==> src/rtl/tone_scheduler.sv <==
`default_nettype none
// ============================================================================
// Module   : tone_scheduler
// Purpose  : Arbitrates music and sound-effect notes onto a single tone
//            generator. Each accepted note plays for dur ticks, followed by
//            a silent gap of GAP_TICKS ticks. Effects take priority over
//            music and may cut a music note short. Effects are never cut
//            short.
// Ports    : clk, reset             - clock, synchronous active-high reset
//            mus_valid/mus_ready    - music note handshake
//            mus_note, mus_dur      - music note code and length in ticks
//            fx_valid/fx_ready      - effect note handshake
//            fx_note, fx_dur        - effect note code and length in ticks
//            tone_note, tone_en     - registered drive to the tone generator
//            src                    - registered source (0=music, 1=effect)
//            busy                   - registered, high while not idle
// Revision : 1.0 - initial release
// ============================================================================
module tone_scheduler #(
  parameter int TICK_DIV  = 1562500,
  parameter int GAP_TICKS = 2,
  parameter int PREEMPT   = 1
) (
  input  logic       clk,
  input  logic       reset,
  input  logic       mus_valid,
  output logic       mus_ready,
  input  logic [7:0] mus_note,
  input  logic [5:0] mus_dur,
  input  logic       fx_valid,
  output logic       fx_ready,
  input  logic [7:0] fx_note,
  input  logic [5:0] fx_dur,
  output logic [7:0] tone_note,
  output logic       tone_en,
  output logic       src,
  output logic       busy
);

  localparam int              PW         = $clog2(TICK_DIV);
  localparam logic [PW-1:0]   PRESC_LAST = PW'(TICK_DIV - 1);
  localparam logic [5:0]      GAP_LAST   = 6'(GAP_TICKS - 1);
  localparam logic [7:0]      NOTE_MAX   = 8'd95;

  typedef enum logic [1:0] {
    S_IDLE = 2'd0,
    S_PLAY = 2'd1,
    S_GAP  = 2'd2
  } state_t;

  state_t        state_q, state_d;
  logic [PW-1:0] presc_q, presc_d;
  logic [5:0]    cnt_q, cnt_d;
  logic [5:0]    dur_q, dur_d;
  logic          src_q, src_d;
  logic [7:0]    tone_note_q, tone_note_d;
  logic          tone_en_q, tone_en_d;
  logic          busy_q, busy_d;

  logic          tick;
  logic          fx_acc;
  logic          mus_acc;
  logic [7:0]    new_note;
  logic [5:0]    new_dur;
  logic          new_rest;

  // Effects may interrupt music only; an effect in progress is never cut.
  assign mus_ready = !reset && (state_q == S_IDLE) && !fx_valid;
  assign fx_ready  = !reset &&
                     ((state_q == S_IDLE) ||
                      ((PREEMPT != 0) && (state_q == S_PLAY) && !src_q) ||
                      ((state_q == S_GAP) && !src_q));

  assign fx_acc   = fx_valid && fx_ready;
  assign mus_acc  = mus_valid && mus_ready;
  assign tick     = (presc_q == PRESC_LAST);

  // Effect wins; mus_ready already excludes a simultaneous fx request.
  assign new_note = fx_acc ? fx_note : mus_note;
  assign new_dur  = fx_acc ? fx_dur : mus_dur;
  assign new_rest = (new_note == 8'd0) || (new_note > NOTE_MAX);

  always_comb begin
    state_d     = state_q;
    presc_d     = presc_q;
    cnt_d       = cnt_q;
    dur_d       = dur_q;
    src_d       = src_q;
    tone_note_d = tone_note_q;
    tone_en_d   = tone_en_q;

    case (state_q)
      S_PLAY: begin
        presc_d = tick ? '0 : presc_q + PW'(1);
        if (tick) begin
          cnt_d = cnt_q + 6'd1;
          // dur_q is at least 1, so dur_q-1 never underflows.
          if (cnt_q == dur_q - 6'd1) begin
            cnt_d       = 6'd0;
            tone_note_d = 8'd0;
            tone_en_d   = 1'b0;
            state_d     = (GAP_TICKS == 0) ? S_IDLE : S_GAP;
          end
        end
      end
      S_GAP: begin
        presc_d = tick ? '0 : presc_q + PW'(1);
        if (tick) begin
          cnt_d = cnt_q + 6'd1;
          if (cnt_q == GAP_LAST) begin
            cnt_d   = 6'd0;
            state_d = S_IDLE;
          end
        end
      end
      default: begin
        tone_note_d = 8'd0;
        tone_en_d   = 1'b0;
      end
    endcase

    // A new note (including a preempting effect) restarts timing from zero.
    if (fx_acc || mus_acc) begin
      state_d     = S_PLAY;
      src_d       = fx_acc;
      dur_d       = (new_dur == 6'd0) ? 6'd1 : new_dur;
      presc_d     = '0;
      cnt_d       = 6'd0;
      tone_note_d = new_rest ? 8'd0 : new_note;
      tone_en_d   = !new_rest;
    end

    busy_d = (state_d != S_IDLE);
  end

  always_ff @(posedge clk) begin
    if (reset) begin
      state_q     <= S_IDLE;
      presc_q     <= '0;
      cnt_q       <= 6'd0;
      dur_q       <= 6'd1;
      src_q       <= 1'b0;
      tone_note_q <= 8'd0;
      tone_en_q   <= 1'b0;
      busy_q      <= 1'b0;
    end else begin
      state_q     <= state_d;
      presc_q     <= presc_d;
      cnt_q       <= cnt_d;
      dur_q       <= dur_d;
      src_q       <= src_d;
      tone_note_q <= tone_note_d;
      tone_en_q   <= tone_en_d;
      busy_q      <= busy_d;
    end
  end

  assign tone_note = tone_note_q;
  assign tone_en   = tone_en_q;
  assign src       = src_q;
  assign busy      = busy_q;

endmodule
`default_nettype wire
==> config.mk <==
export PLATFORM = sky130hd
export DESIGN_NAME = tone_scheduler
export DESIGN_NICKNAME = d
export VERILOG_FILES = /design/src/rtl/tone_scheduler.sv
export SDC_FILE = /design/constraint.sdc
export NUM_CORES = 1
export LEC_CHECK = 0
export ABC_CLOCK_PERIOD_IN_PS = 6300
export CAP_MARGIN = 20
export CORE_MARGIN = 2
export CORE_UTILIZATION = 35
export CTS_CLUSTER_SIZE = 16
export DETAILED_ROUTE_END_ITERATION = 6
export GPL_ROUTABILITY_DRIVEN = 0
export PLACE_DENSITY = 0.59
export SYNTH_ARGS = -nofsm -noshare
export SYNTH_HDL_FRONTEND = slang
export SYNTH_SLANG_ARGS = --single-unit
==> constraint.sdc <==
create_clock -name clk -period 6.3 [get_ports clk]
set_input_delay 0.63 -clock clk [delete_from_list [all_inputs] [get_ports clk]]
set_output_delay 0.63 -clock clk [all_outputs]
set_load 0.01 [all_outputs]
# Word-level counts from Yosys, hierarchy flattened
# Cells that the tools add are included.
# totals
reg_bits	46
mem_bits_ro	0
output_inout_bits	13
ramBits	0
input_bits	32
n_memories	0
latch_bits	0
elab_cells	70
# op_classes
shifts	0
n_addsub	3
n_eq_ne	10
n_reduce_logical	24
div_mod_pow	0
muxes	24
bitwise_logic	0
magnitude_cmp	1
multipliers	0
# op_table
cell	count
two-way mux 8 bit	5
two-way mux 6 bit	6
adder 21 x 1 -> 21 bit (second input constant)	1
equality test 21 bit (second input constant)	1
two-way mux 21 bit	1
one-hot mux 8 bit (2 select lines)	1
one-hot mux 6 bit (2 select lines)	1
two-way mux 2 bit	5
greater-than comparator 8 x 7 -> 1 bit (second input constant)	1
zero test 8 bit	1
logical AND 1 bit	7
adder 6 x 1 -> 6 bit (second input constant)	1
equality test 6 x 1 -> 1 bit (second input constant)	1
equality test 6 bit	1
zero test 6 bit	1
AND reduction 3 bit	2
subtractor 6 x 1 -> 6 bit (second input constant)	1
zero test 1 bit	4
logical OR 1 bit	4
!= test 2 bit (second input constant)	2
one-hot mux 2 bit (2 select lines)	1
nonzero test 2 bit	2
OR reduction 2 bit	2
two-way mux 1 bit	3
7 further kinds	7

# Depth between registers and ports, before layout
# Gate-level depths: netlist of run 1.
# logic_depth
ltp_word	11
mapped_depth	9
mapped_depth_nobuf	8

# Worst setup path before layout of run 1
# No wires, ideal clock.
# synth_timing
kind	register -> register
start	register dur_q[0]
end	register tone_note_q[6], in the netlist tone_note[6]
n_path_buf	0
setup_ps	138
stages_incl_launch_ff	9
arrival_ps	2038
required_ps	6162
synth_period_minus_slack_ps	2176
path_slack_ps	4124
cell_sequence	dfxtp_1 -> inv_1 -> ha_1 -> or3b_1 -> a211o_1 -> nor4_2 -> nand3_1 -> a21oi_2 -> o22ai_1
# synth_via
elab_chain_cells	4
# synth_lines
item	line_no	text
start: declaration	54	logic [5:0] dur_q, dur_d;
start signal: assignment	150	dur_q <= dur_d;
subtractor 6 x 1 -> 6 bit	98	if (cnt_q == dur_q - 6'd1) begin
equality test 6 bit	98	
!= test 3 x 1 -> 1 bit (no source line)	-	
AND reduction 3 bit (no source line)	-	
end signal: assignment	152	tone_note_q <= tone_note_d;
end: declaration	56	logic [7:0] tone_note_q, tone_note_d;
# Every way passes these cells.
# A chain may end at the register's enable or synchronous reset.

# Final worst setup path of run 1
# layout_timing
start	input reset
end	output fx_ready
# layout_via
elab_chain_cells	2
# layout_lines
item	line_no	text
start: declaration	25	input logic reset,
zero test 1 bit	69	assign fx_ready = !reset &&
logical AND 1 bit	69	
end: declaration	31	output logic fx_ready,
# Every way passes these cells.

==> results.yml, run 1 <==
synth:
  synthTopCellsByCount: "dfxtp_1, nor2_1, nand2_1"
  synth-seq-area-share: 0.380
  yosysTopAreaCellShare: 0.380
  netlist_area_um2: 2430
  syn_nets: 337
  yosysUniqueCellTypes: 44
  postSynthCellCount: 298
  synth.avg_cell_area_um2: 8.14
  synth_top_area_cell: "dfxtp_1"
  ys.flop_type: "dfxtp_1"
  synthArstFlopShare: 0
  synth_area_leaders: "dfxtp_1, nor2_1, xor2_1, nand2_1, a21oi_1"
  synth-edff-count: 0
  ys_seq_elements: 46
  synth_warnings: 0
cells_and_area:
  fillCellCount: 684
  fin_area_um2: 3020
  drive_gt1_frac: 0.0469
  antenna_cells: 0
  area_growth_pct: 24.4
  seq_area_um2: 921
  num-nets-final: 379
  multi_input_area_um2: 1420
grt:
  antenna_found_initial: 0
  grt_max_degree: 23
  track_usage: 0.153
  first_global_vias: 2051
  grt_pass1_wl_um: 9410
  gr-total-overflow: 0
drt:
  drc_errors: 0
  drtIter0Drc: 73
  first_pass_iters: 4
  wl_um: 5570
  antenna_left: 0
  wl_per_cell_um: 13.2
  via_per_inst: 5.19
  via_count: 2183
place:
  dp_hpwl_um: 4220
  dpl_cell_area_um2: 2930
  pre_cts_slack_ps: 3150
  io_buffers: 44
power:
  p_leak_nw: 1.05
  fin_total_pwr_mw: 0.605
  pwr_density_cell_nw_per_um2: 200
  irDropWorstVdd_uv: 96.3
sta:
  maxClockFrequency_mhz: 346
  setup_ws_ps: 3410
  hold_viol: 0
  clock_skew_ps: 6.93
  setup_violations: 0
  report.final.slew_viol_count: 0
  slew-limit-headroom: 0.405
  fin_crit_sh: 0.458
  fin_crit_ps: 2890
  fin_setup_tns_ps: 0
  worst_pin_slew_ps: 889
  grt_setup_unrepaired: "false"
clock_network:
  ctsHoldBuffers: 0
  clkTransAtPathRegs_ps: 90
  postCtsResizedCells: 0
  cts_setup_buffers: 0
  clk_path_buf_depth: 2
  htreeDepth: 2
  clock_latency_ps: 310
  cts_root_buf: "clkbuf_8"
  cts_sinks: 46
  numCtsBuffers: 5
  cts_tree: "yes"
worst_hold_path:
  hold_class: "register to register"
worst_setup_path:
  crit_chain: "clkdlybuf4s50_1 > a21oi_1 > clkdlybuf4s50_1"
  critPathLaunchType: "input pin"
  criticalPathCategory: "input pin to primary output"
  cp.required_ps: 5670
  cp_slowest_stage_delay_ps: 640
  critPathBufInv: 2
  cp_common_cell: "clkdlybuf4s50_1"
  arrival_ps: 2260
  cp-end-kind: "primary output"
  critical_path.top_delay_family: "buffers and inverters"
  crit_fanout: 14
  slowest_stage: "clkdlybuf4s50_1"
outcome:
  status: "complete, no violations"
floorplanning:
  io_pins: 45
  die_h_um: 87.3
  die-area_um2: 7610
  initial_utilization: 0.359
  rows: 30
  core_um2: 6760
  die_width_um: 87.3
job:
  drv_cap: 0
per-stage QoR:
| stage | util | cells | hold slack [ps] |
|---|---|---|---|
| 6_report | 0.447 | 421 | 441 |
| 5_1_grt | 0.447 | 421 | 486 |
| 4_1_cts | 0.447 | 421 | 448 |
| 3_5_place_dp | 0.434 | 413 | 430 |
| 3_3_place_gp | 0.433 | 412 | 444 |
| 2_1_floorplan | - | 298 | 454 |
per-layer routing:
layer / wire length (µm) / vias to the layer above / GRT usage
met5: 0 / - / 0
met4: 61 / 0 / 0.0378
met3: 273 / 6 / 0.0379
met2: 2570 / 51 / 0.246
met1: 2660 / 1006 / 0.207
li1: - / 1120 / -
placed cells by master (no fill, tap or decap), types with 2 or more instances in the layout:
| cell | instances |
|---|---|
| nor2b_1 | 3 |
| a31oi_1 | 3 |
| dfxtp_1 | 46 |
| nor4_1 | 4 |
| and3_1 | 2 |
| nand2_1 | 30 |
| mux2i_1 | 8 |
| nand2b_1 | 4 |
| or4_1 | 4 |
| nand3_1 | 8 |
| clkbuf_8 | 5 |
| a21oi_2 | 2 |
| clkinv_2 | 2 |
| o22ai_1 | 8 |
| xor2_1 | 18 |
| clkdlybuf4s50_1 | 44 |
| nor3_1 | 9 |
| and2_1 | 2 |
| or2_2 | 2 |
| nand4b_1 | 2 |
| o21ai_0 | 6 |
| ha_1 | 7 |
| nor3b_1 | 6 |
| nor2_1 | 46 |
| inv_1 | 11 |
| a21oi_1 | 20 |
| xnor2_1 | 11 |
| nand4_1 | 7 |
| or3_1 | 4 |
worst paths after layout:
check / startpoint / slack [ps] / cells past startpoint / end
worst min register to register: tone_note[7] / 440 / 2 / tone_note[7]
worst max-delay path: reset / 3410 / 3 / fx_ready
worst min-delay path: tone_note[7] / 440 / 2 / tone_note[7]
worst max register to register: state_q[0] / 3520 / 7 / presc_q[4]
cell families (layout without fill, tap and decap cells):
group | Yosys count | after routing | share of synthesized area
buf+inv | 21 | 64 | 0.0335
mux | 8 | 8 | 0.0330
compound gates | 49 | 49 | 0.123
fa+ha+maj | 7 | 7 | 0.0361
flops | 46 | 46 | 0.380
simple gates | 138 | 138 | 0.290
xor+xnor | 29 | 29 | 0.105
sequential cells by signal, summed over array words and instances (netlist names):
name       count
cnt_q          6
presc_q       21
dur_q          6
busy           1
tone_en        1
tone_note      8
state_q        2
src            1
power by group:
| part | total, mW | internal (mW) | switching [mW] |
|---|---|---|---|
| Clock | 0.186 | 0.0783 | 0.107 |
| Sequential | 0.310 | 0.301 | 0.00914 |
| Combinational | 0.109 | 0.0547 | 0.0539 |
| Total | 0.605 | 0.434 | 0.171 |
worst register-to-register path, cell delays in order (launching register included):
cell	delay, ps
dfxtp_1	380
inv_1	80
ha_1	270
o21bai_1	220
o21ai_0	150
nor2_1	700
nand2b_1	650
nor2_1	250
final cells by class:
| type | count | share of cell area |
|---|---|---|
| multi-input combinational | 231 | 0.472 |
| sequential | 46 | 0.305 |
| timing repair buffer | 45 | 0.148 |
| tap | 80 | 0.0332 |
| clock buffer | 5 | 0.0228 |
| inverter | 11 | 0.0137 |
| clock inverter | 3 | 0.00622 |
(Power assumes the default switching activity.)
==> run 2: changes to the inputs <==
ABC_CLOCK_PERIOD_IN_PS = 2500   (was 6300)
PLACE_DENSITY = 0.61   (was 0.59)
clock period = 2.5 ns   (was 6.3 ns; I/O delays follow)
==> run 2 against run 1 <==
- worst hold slack improved by 3.1 ps
- register-to-register slack worse by 3300 ps
- critical path depth rose by 2
- power grew to 2.5 times the previous value
- die area stayed put
- highest routed layer unchanged
==> results.yml, run 2 (synthesis gave the netlist of run 1 again) <==
power:
  irDropWorstVdd_uv: 224
  pwr-share-comb: 0.190
  pwr_density_cell_nw_per_um2: 489
  p_leak_nw: 1.10
  fin_total_pwr_mw: 1.52
  switching_power_mw: 0.410
  p_int_mw: 1.11
  switching_share: 0.270
  seq_power_share: 0.516
  p_clk_frac: 0.294
grt:
  track_usage: 0.155
  gr-usage-met3: 0.0389
  grt_pass1_wl_um: 9490
  gr-total-overflow: 0
  grt_busiest_layer: "met2"
  use_met1: 0.216
  first_global_vias: 2109
  antenna_found_initial: 0
  met2_usage: 0.238
  grt_max_degree: 22
cells_and_area:
  final_cell_mix: "nor2_1, dfxtp_1, clkdlybuf4s50_1"
  regMostFlops: "presc_q"
  area_growth_pct: 28.0
  largest_reg_flops: 21
  antenna_cells: 0
  drive_gt1_frac: 0.0741
  num-nets-final: 389
  fin_area_um2: 3100
sta:
  fin_crit_ps: 2310
  setup_ws_ps: 192
  whs_ps: 444
  grt_setup_unrepaired: "false"
  fin_crit_sh: 0.923
  maxClockFrequency_mhz: 433
  report.final.slew_viol_count: 0
  fin_setup_tns_ps: 0
  slew-limit-headroom: 0.629
  worst_pin_slew_ps: 551
  clock_skew_ps: 9.08
  hold_viol: 0
  setup_violations: 0
job:
  drv_cap: 0
clock_network:
  cts_sinks: 46
  cts_setup_buffers: 0
  cts_root_buf: "clkbuf_8"
  clock_latency_ps: 290
  clk_path_buf_depth: 2
  cts_tree: "yes"
  clkTransAtPathRegs_ps: 90
  numCtsBuffers: 5
  htreeDepth: 2
worst_setup_path:
  critPathLaunchType: "register"
  criticalPathCategory: "register to primary output"
  crit_fanout: 6
  cp.required_ps: 2250
  arrival_ps: 2060
  cp-end-kind: "primary output"
floorplanning:
  die_width_um: 87.3
  die_h_um: 87.3
  die-area_um2: 7610
  rows: 30
  core_um2: 6760
  initial_utilization: 0.359
  io_pins: 45
place:
  dp_hpwl_um: 4280
  dpl_cell_area_um2: 3010
  pre_cts_slack_ps: 183
  io_buffers: 44
drt:
  drc_errors: 0
  wl_um: 5370
  via_per_inst: 5.03
  via_count: 2167
  wl_per_cell_um: 12.5
  drtIter0Drc: 89
  antenna_left: 0
  first_pass_iters: 4
worst_hold_path:
  hold_class: "register to register"
outcome:
  status: "complete, no violations"
==> run 2: changes by cell type in the layout (fill, tap and decap cells not counted) <==
| cell | change |
|---|---|
| a21oi_2 | -1 |
| a21oi_4 | +1 |
| buf_2 | -1 |
| buf_4 | +11 |
| o21ai_0 | -1 |
| o21ai_1 | +1 |
==> run 2: timing repair <==
| action | in CTS | in global routing |
|---|---|---|
| hold buffers | 0 | 0 |
| setup endpoints to repair | 0 | 10 |
| endpoints found under the hold margin | 0 | 0 |
| resized for setup | 0 | 2 |
==> run 2: per-stage QoR <==
| stage | std cells | utilization |
|---|---|---|
| floorplan | 298 | - |
| global placement | 423 | 0.445 |
| detailed placement | 423 | 0.445 |
| CTS | 431 | 0.458 |
| global route | 431 | 0.459 |
| finish | 431 | 0.459 |
==> run 2: power by group through the flow <==
stage | Combinational [mW] | Clock [mW] | Sequential [mW]
global placement | 0.287 | 0 | 0.800
CTS | 0.290 | 0.470 | 0.783
global route | 0.323 | 0.499 | 0.787
finish | 0.289 | 0.446 | 0.782
floorplan | 0.155 | 0 | 0.797
detailed placement | 0.288 | 0 | 0.799
==> run 2: worst max-delay path, stage by stage, from the launching register on <==
cell and delay (ps):
dfxtp_1 340, inv_1 80, ha_1 300, o21bai_1 140
a21oi_1 290, clkdlybuf4s50_1 600
==> run 2: metal layers <==
layer,up-vias,routed length [µm]
met4,0,27
met1,979,2740
met5,-,0
li1,1141,-
met3,2,292
met2,45,2320
==> run 2: cell type report <==
class / instances / area, µm²
clock inverters: 3 / 18.8
repair buffers: 55 / 523
multi-input cells: 231 / 1430
inverters: 11 / 41.3
well taps: 80 / 100
clock buffers: 5 / 68.8
fillers: 686 / 3650
flip-flops and latches: 46 / 921
==> run 2: final timing paths <==
kind	from	endpoint	slack [ps]	depth (start not counted)
max	state_q[1]	fx_ready	190	5
min	tone_note[7]	tone_note[7]	440	2
max reg2reg	dur_q[0]	tone_note[6]	270	8
min reg2reg	tone_note[7]	tone_note[7]	440	2
